==> config.mk <==
export PLATFORM = sky130hd
export DESIGN_NAME = sram_arbiter
export DESIGN_NICKNAME = d
export VERILOG_FILES = /design/src/rtl/sram_arbiter_pkg.sv /design/src/rtl/sram_arb_grant.sv /design/src/rtl/sram_arbiter.sv
export SDC_FILE = /design/constraint.sdc
export NUM_CORES = 1
export LEC_CHECK = 0
export ABC_AREA = 1
export CAP_MARGIN = 20
export CELL_PAD_IN_SITES_DETAIL_PLACEMENT = 0
export CELL_PAD_IN_SITES_GLOBAL_PLACEMENT = 1
export CORE_AREA = 8 8 204 206
export DETAILED_ROUTE_END_ITERATION = 8
export DIE_AREA = 0 0 212 214
export GPL_TIMING_DRIVEN = 0
export PLACE_DENSITY_LB_ADDON = 0.1
export SLEW_MARGIN = 40
export SYNTH_ARGS = -nofsm -noshare
export SYNTH_HDL_FRONTEND = slang
export SYNTH_HIERARCHICAL = 1
export SYNTH_SLANG_ARGS = --single-unit
==> constraint.sdc <==
create_clock -name clk -period 3.1 [get_ports clk]
set_clock_uncertainty 0.1 [all_clocks]
set_input_delay 0.62 -clock clk [delete_from_list [all_inputs] [get_ports clk]]
set_output_delay 0.62 -clock clk [all_outputs]
set_load 0.02 [all_outputs]
==> src/rtl/sram_arbiter_pkg.sv <==
// Shared types for the IF/LSU sram arbiter.
// FSM state and owner encodings plus small helpers.
package sram_arbiter_pkg;

  typedef enum logic [1:0] {
    ARB_IDLE = 2'd0,
    ARB_WAIT = 2'd1,
    ARB_RESP = 2'd2
  } arb_state_e;

  typedef enum logic {
    ARB_OWN_IF = 1'b0,
    ARB_OWN_LS = 1'b1
  } arb_owner_e;

  function automatic arb_owner_e other_port(
    input arb_owner_e o
  );
    return (o == ARB_OWN_IF) ? ARB_OWN_LS : ARB_OWN_IF;
  endfunction

endpackage

==> src/rtl/sram_arb_grant.sv <==
// Combinational grant/owner select for the sram arbiter.
// Optional round-robin pointer under `SRAM_ARB_RR_EN.
module sram_arb_grant
  import sram_arbiter_pkg::*;
(
`ifdef SRAM_ARB_RR_EN
  input  logic       clk,
  input  logic       rst,
`endif
  input  logic       en,
  input  logic       if_valid,
  input  logic       ls_valid,
  output logic       if_gnt,
  output logic       ls_gnt,
  output arb_owner_e owner
);

  arb_owner_e win;

`ifdef SRAM_ARB_RR_EN
  arb_owner_e rr_q;

  // Preference flips only when both ports contend for a grant.
  always_ff @(posedge clk) begin
    if (rst) begin
      rr_q <= ARB_OWN_IF;
    end else if (en && if_valid && ls_valid) begin
      rr_q <= other_port(rr_q);
    end
  end

  // Lone requester always wins; ties go to the pointer.
  always_comb begin
    win = ARB_OWN_IF;
    unique case (1'b1)
      (if_valid && ls_valid): win = rr_q;
      ls_valid:               win = ARB_OWN_LS;
      default:                win = ARB_OWN_IF;
    endcase
  end
`else
  // Fixed priority: LS beats IF.
  always_comb begin
    win = ls_valid ? ARB_OWN_LS : ARB_OWN_IF;
  end
`endif

  assign if_gnt = en && if_valid &&
                  (win == ARB_OWN_IF);
  assign ls_gnt = en && ls_valid &&
                  (win == ARB_OWN_LS);
  assign owner  = win;

endmodule

==> src/rtl/sram_arbiter.sv <==
// Single-port sram arbiter between IF (read) and LSU (r/w).
// Define SRAM_ARB_RR_EN for round-robin instead of LS priority.
module sram_arbiter
  import sram_arbiter_pkg::*;
#(
  parameter int ADDR_W = 64,
  parameter int DATA_W = 64
) (
  input  logic              clk,
  input  logic              rst,
  input  logic              if_req_valid,
  output logic              if_req_ready,
  input  logic [ADDR_W-1:0] if_req_addr,
  output logic              if_rsp_valid,
  input  logic              if_rsp_ready,
  output logic [DATA_W-1:0] if_rsp_rdata,
  input  logic              ls_req_valid,
  output logic              ls_req_ready,
  input  logic [ADDR_W-1:0] ls_req_addr,
  input  logic [DATA_W/8-1:0] ls_req_we,
  input  logic [DATA_W-1:0] ls_req_wdata,
  output logic              ls_rsp_valid,
  input  logic              ls_rsp_ready,
  output logic [DATA_W-1:0] ls_rsp_rdata,
  output logic              sram_en,
  output logic [DATA_W/8-1:0] sram_we,
  output logic [ADDR_W-1:0] sram_addr,
  output logic [DATA_W-1:0] sram_wdata,
  input  logic [DATA_W-1:0] sram_rdata
);

  arb_state_e        state_q;
  arb_owner_e        owner_q;
  arb_owner_e        gnt_owner;
  logic              wr_q;
  logic [DATA_W-1:0] rsp_buf_q;
  logic              if_rsp_valid_q;
  logic              ls_rsp_valid_q;
  logic              grant_en;
  logic              if_gnt;
  logic              ls_gnt;
  logic              rsp_fire;

  // Grants only open in IDLE, and never while reset is held.
  assign grant_en = (state_q == ARB_IDLE) && !rst;

  sram_arb_grant u_grant (
`ifdef SRAM_ARB_RR_EN
    .clk      (clk),
    .rst      (rst),
`endif
    .en       (grant_en),
    .if_valid (if_req_valid),
    .ls_valid (ls_req_valid),
    .if_gnt   (if_gnt),
    .ls_gnt   (ls_gnt),
    .owner    (gnt_owner)
  );

  assign if_req_ready = if_gnt;
  assign ls_req_ready = ls_gnt;

  assign sram_en    = if_gnt | ls_gnt;
  assign sram_addr  = if_gnt ? if_req_addr
                             : ls_req_addr;
  assign sram_we    = ls_gnt ? ls_req_we : '0;
  assign sram_wdata = ls_req_wdata;

  assign rsp_fire = (if_rsp_valid_q && if_rsp_ready) ||
                    (ls_rsp_valid_q && ls_rsp_ready);

  assign if_rsp_valid = if_rsp_valid_q;
  assign ls_rsp_valid = ls_rsp_valid_q;
  assign if_rsp_rdata = (owner_q == ARB_OWN_IF) ?
                        rsp_buf_q : '0;
  assign ls_rsp_rdata = (owner_q == ARB_OWN_LS) ?
                        rsp_buf_q : '0;

  // Transaction FSM with registered response buffer/valids.
  always_ff @(posedge clk) begin
    if (rst) begin
      state_q        <= ARB_IDLE;
      owner_q        <= ARB_OWN_LS;
      wr_q           <= 1'b0;
      rsp_buf_q      <= '0;
      if_rsp_valid_q <= 1'b0;
      ls_rsp_valid_q <= 1'b0;
    end else begin
      unique case (state_q)
        ARB_IDLE: begin
          if (sram_en) begin
            owner_q <= gnt_owner;
            wr_q    <= |sram_we;
            state_q <= ARB_WAIT;
          end
        end
        ARB_WAIT: begin
          rsp_buf_q      <= wr_q ? '0 : sram_rdata;
          if_rsp_valid_q <= (owner_q == ARB_OWN_IF);
          ls_rsp_valid_q <= (owner_q == ARB_OWN_LS);
          state_q        <= ARB_RESP;
        end
        ARB_RESP: begin
          if (rsp_fire) begin
            if_rsp_valid_q <= 1'b0;
            ls_rsp_valid_q <= 1'b0;
            state_q        <= ARB_IDLE;
          end
        end
        default: state_q <= ARB_IDLE;
      endcase
    end
  end

endmodule

* Word level (Yosys, flattened, before mapping)
Index checks and enable logic that the tools add are counted.
Cells by class: eq/ne operators 4, multiplexer cells 12, bitwise operators 3, reductions and logical operators 15
Operators by type and width (number):
- 2-to-1 mux 64 bit | 4
- 2-to-1 mux 8 bit | 1
- OR reduction 8 bit | 1
- logical AND 1 bit | 7
- one-hot mux 2 bit (3 select lines) | 1
- AND reduction 2 bit | 3
- 2-to-1 mux 2 bit | 2
- != test 2 bit, second input constant | 2
- one-hot mux 1 bit (2 select lines) | 2
- equality test 2 x 1 -> 1 bit, second input constant | 1
- equality test 2 bit, second input constant | 1
- logical NOT 2 bit | 1
- 2-to-1 mux 1 bit | 2
- NOT 1 bit | 2
- nonzero test 2 bit | 1
- logical NOT 1 bit | 1
- logical OR 1 bit | 1
- OR 1 bit | 1
Storage, ports and cells: register bits 70, input port bits 270, output and inout port bits 269, word-level logic and storage cells 40

* Longest topological paths before layout
depth in word-level cells 7, depth in mapped cells 12, gate-level depth less buffers 11

* Cells and area by module
The synthesis kept the hierarchy.
Modules (own cells, without submodules):
- sram_arbiter | times used 1, cells an instance 887, area each 5028.6 µm², sequential area each 1401.3 µm²
- sram_arb_grant | times used 1, cells an instance 5, area each 25.0 µm², sequential area each 0.0 µm²

* Worst setup path before layout
No wires, ideal clock.
kind input -> output, start in rst, end out sram_addr[10], arrival 2.059 ns, required time 2.380 ns, path slack 0.321 ns, stages 9, buffers on the path 4, cell sequence buf_2 > clkbuf_1 > nor2_1 > nand2_1 > nor2_2 > buf_2 > buf_2 > nand2_1 > nand2_1
On the way: word-level cells in the longest chain between the ends 5
RTL lines:
- start, declared | RTL line sram_arbiter.sv:10 | input logic rst,
- logical NOT 1 bit | RTL line sram_arbiter.sv:45 | assign grant_en = (state_q == ARB_IDLE) && !rst;
- logical AND 1 bit | RTL line sram_arbiter.sv:45
- via grant_en | RTL line sram_arbiter.sv:39 | logic grant_en;
- logical AND 1 bit (2 in a row) | RTL line sram_arb_grant.sv:48 | assign if_gnt = en && if_valid &&
- via if_req_ready | RTL line sram_arbiter.sv:12 | output logic if_req_ready,
- 2-to-1 mux 64 bit | RTL line sram_arbiter.sv:64 | assign sram_addr = if_gnt ? if_req_addr
- end, declared | RTL line sram_arbiter.sv:27 | output logic [ADDR_W-1:0] sram_addr,
The timed path passes the listed nets, and every way through them passes these cells.

* Worst setup path after layout
start in ls_req_valid, end out sram_we[5]
On the way: word-level cells in the longest chain between the ends 3, elaborated cells between the ends (all ways) 4, those cells by class mux (2); reduce/logical (2)
RTL lines:
- start, declared | RTL line sram_arbiter.sv:17 | input logic ls_req_valid,
- 2-to-1 mux 1 bit or logical AND 1 bit (tied branches) | RTL line sram_arb_grant.sv:44, sram_arb_grant.sv:50
- logical AND 1 bit * | RTL line sram_arb_grant.sv:50 | assign ls_gnt = en && ls_valid &&
- 2-to-1 mux 8 bit * | RTL line sram_arbiter.sv:66 | assign sram_we = ls_gnt ? ls_req_we : '0;
- end, declared | RTL line sram_arbiter.sv:26 | output logic [DATA_W/8-1:0] sram_we,
Every way passes the cells marked *; elsewhere a longest branch is shown, timed or not.

==> flow_summary.ini <==
[synthesis]
synthCells = 892
ys_seq_elements = 70
synth-edff-count = 0
synth_nets = 1162
synth.top_cell.area_share_pct = 27.7
syn_area_mm2 = 0.00505
ys_seq_area_share_pct = 27.7
yosys-top-cells-area = dfxtp_1 28%, nand2_1 25%, inv_1 11%
ys.flop_type = dfxtp_1
yosysWarnings = 6
syn_area_per_cell_um2 = 5.67
yosys.area.top_type = dfxtp_1
async_reset_ff_share_pct = 0
synth_cell_types = 17

[place]
dp_hpwl_um = 29600
gp_congestion = 0.751
io_buffers = 473
place_ws_ps = -968

[setup_path]
cp-end-kind = output port
path_class = input port to output port
cp_max_fo = 9
cp-start-kind = input port
critPathArrivalTime_ps = 2260
cp_data_required_time_ps = 2380

[timing]
rsz0062_at_grt = false
hold_violations = 0
layout_min_cycle_time_ps = 2980
setup_viol = 0
slew-limit-headroom_pct = 57.5
fmax_ghz = 0.335
finalMaxSlewViolations = 0
worst_slew_pin_slew_ps = 637
fin_ws_ps = 119
period_share_pct = 96.2

[cts]
htree_levels = 3
cts_tree = done
hold_buffers = 0
cts-buffers-inserted = 9
cts_root_buf = clkbuf_16
clkSinkCount = 70
postCtsSetupBuffers = 0
cts.reportedPaths.clkPinSlew_ps = 60
clk_path_buf_depth = 2
clock_latency_ps = 330

[route]
totalWireLength_um = 33900
vias = 6893
ant_nets = 0
wl_per_cell_um = 17.8
drt_iter0_markers = 258
routed_via_density = 3.62
drc = 0
firstDrtPassIters = 4

[finish]
fillers = 4351
nets = 1645
drive_gt1_share_pct = 11.4
post-route-util_pct = 28.2
syn2layout_area_growth_pct = 114

[global_routing]
grt_use_total_pct = 14.4
grt_pass1_wl_um = 48600
grt_start_max_net_pins = 18
grt-ovfl-total = 0
antenna_found_initial = 11
first_global_vias = 7176

[power]
p_leak_nw = 5.00
p_per_area_mw_per_mm2 = 321
ir_drop_mv = 0.239

[floorplan]
dieWidth_um = 212
die_y_um = 214
num_rows = 72
start_util_pct = 13.2
die_area_mm2 = 0.0454
core_area_mm2 = 0.0383
io_pins = 539

[run_status]
status = complete, no violations

[worst_hold_path]
hold_path.class = flip-flop to flip-flop

[flow_run]
cap_violations = 0
timing repair:
| action | 4_1_cts | 5_1_grt |
|---|---|---|
| setup endpoints to repair | 174 | 56 |
| gates resized for setup | 97 | 47 |
| gates cloned | 0 | 0 |
flip-flops by register name, summed over array words and instances (netlist names):
register,count
state_q,2
wr_q,1
rsp_buf_q,64
if_rsp_valid,1
ls_rsp_valid,1
owner_q,1
kinds of logic (layout without fill, tap and decap cells):
logic type      after synthesis  count (layout)  synth area share (%)
compound gates               69              69                  6.88
buf+inv                     268             756                  26.6
simple gates                485             485                  38.8
other cells                   0               5                     0
flops                        70              70                  27.7
per-stage QoR:
step / power (mW) / area [um2] / std cells / hold WS [ps] / TNS (ps)
after detailed placement: 2.39 / 10400 / 1883 / 373 / -54290
after floorplan: 1.61 / 5050 / 892 / 357 / 0
final: 3.47 / 10800 / 1903 / 380 / 0
after global placement: 2.39 / 10400 / 1883 / 368 / -53170
after CTS: 3.58 / 10800 / 1898 / 383 / -857
after global routing: 3.68 / 10800 / 1898 / 391 / 0
worst paths after layout:
check | slack (ps) | endpoint | cells past startpoint | from
min | 380 | rsp_buf_q[38] | 2 | rsp_buf_q[38]
max reg2reg | 1380 | wr_q | 11 | state_q[0]
max | 120 | sram_we[5] | 7 | ls_req_valid
min reg2reg | 380 | rsp_buf_q[38] | 2 | rsp_buf_q[38]
Yosys cell counts (2+ instances only):
master,number
inv_1,144
dfxtp_1,70
a21oi_1,67
buf_6,5
inv_2,2
nand2_1,342
buf_4,66
buf_2,32
nand3_1,59
clkbuf_1,18
nand3_2,10
nor2_1,72
layout make-up:
cell class / count / area, um2 / share of cell area [%]
Antenna cell: 5 / 12.5 / 0.116
Buffer: 121 / 833 / 7.71
Clock buffer: 10 / 239 / 2.21
Clock inverter: 6 / 93.8 / 0.868
Inverter: 146 / 548 / 5.07
Multi-Input combinational cell: 554 / 2310 / 21.4
Sequential cell: 70 / 1400 / 13.0
Tap cell: 518 / 648 / 6.00
Timing Repair Buffer: 473 / 4720 / 43.6
per-layer routing:
metal  routed length [um]  vias to the layer above  track usage [%]
met1                11800                     3026             13.9
met4                  282                       12             2.27
met3                 3940                       26             6.81
met2                17800                      288             27.5
li1                     -                     3541                -
met5                   82                        -                0
power by group:
group,internal [mW],switching (mW)
Clock,0.733,0.439
Sequential,0.945,0.0355
Combinational,0.642,0.675
Total,2.32,1.15
cell usage in the layout, fill, tap and decap left out, types with 5 or more instances in the layout:
cell type,count
a21oi_1,67
buf_2,24
buf_4,70
buf_6,6
clkbuf_1,10
clkbuf_16,9
clkbuf_2,13
clkbuf_4,7
clkdlybuf4s15_1,18
clkdlybuf4s15_2,6
clkdlybuf4s50_1,401
dfxtp_1,70
diode_2,5
dlygate4sd2_1,19
dlymetal6s2s_1,19
inv_1,144
nand2_1,342
nand3_1,59
nand3_2,10
nor2_1,72
critical path, cell delays in order:
cell	delay, ps
clkdlybuf4s50_1	550
nand2_1	70
inv_1	60
buf_2	200
nand2_1	90
inv_1	60
clkdlybuf4s50_1	600
(Power assumes the default switching activity.)
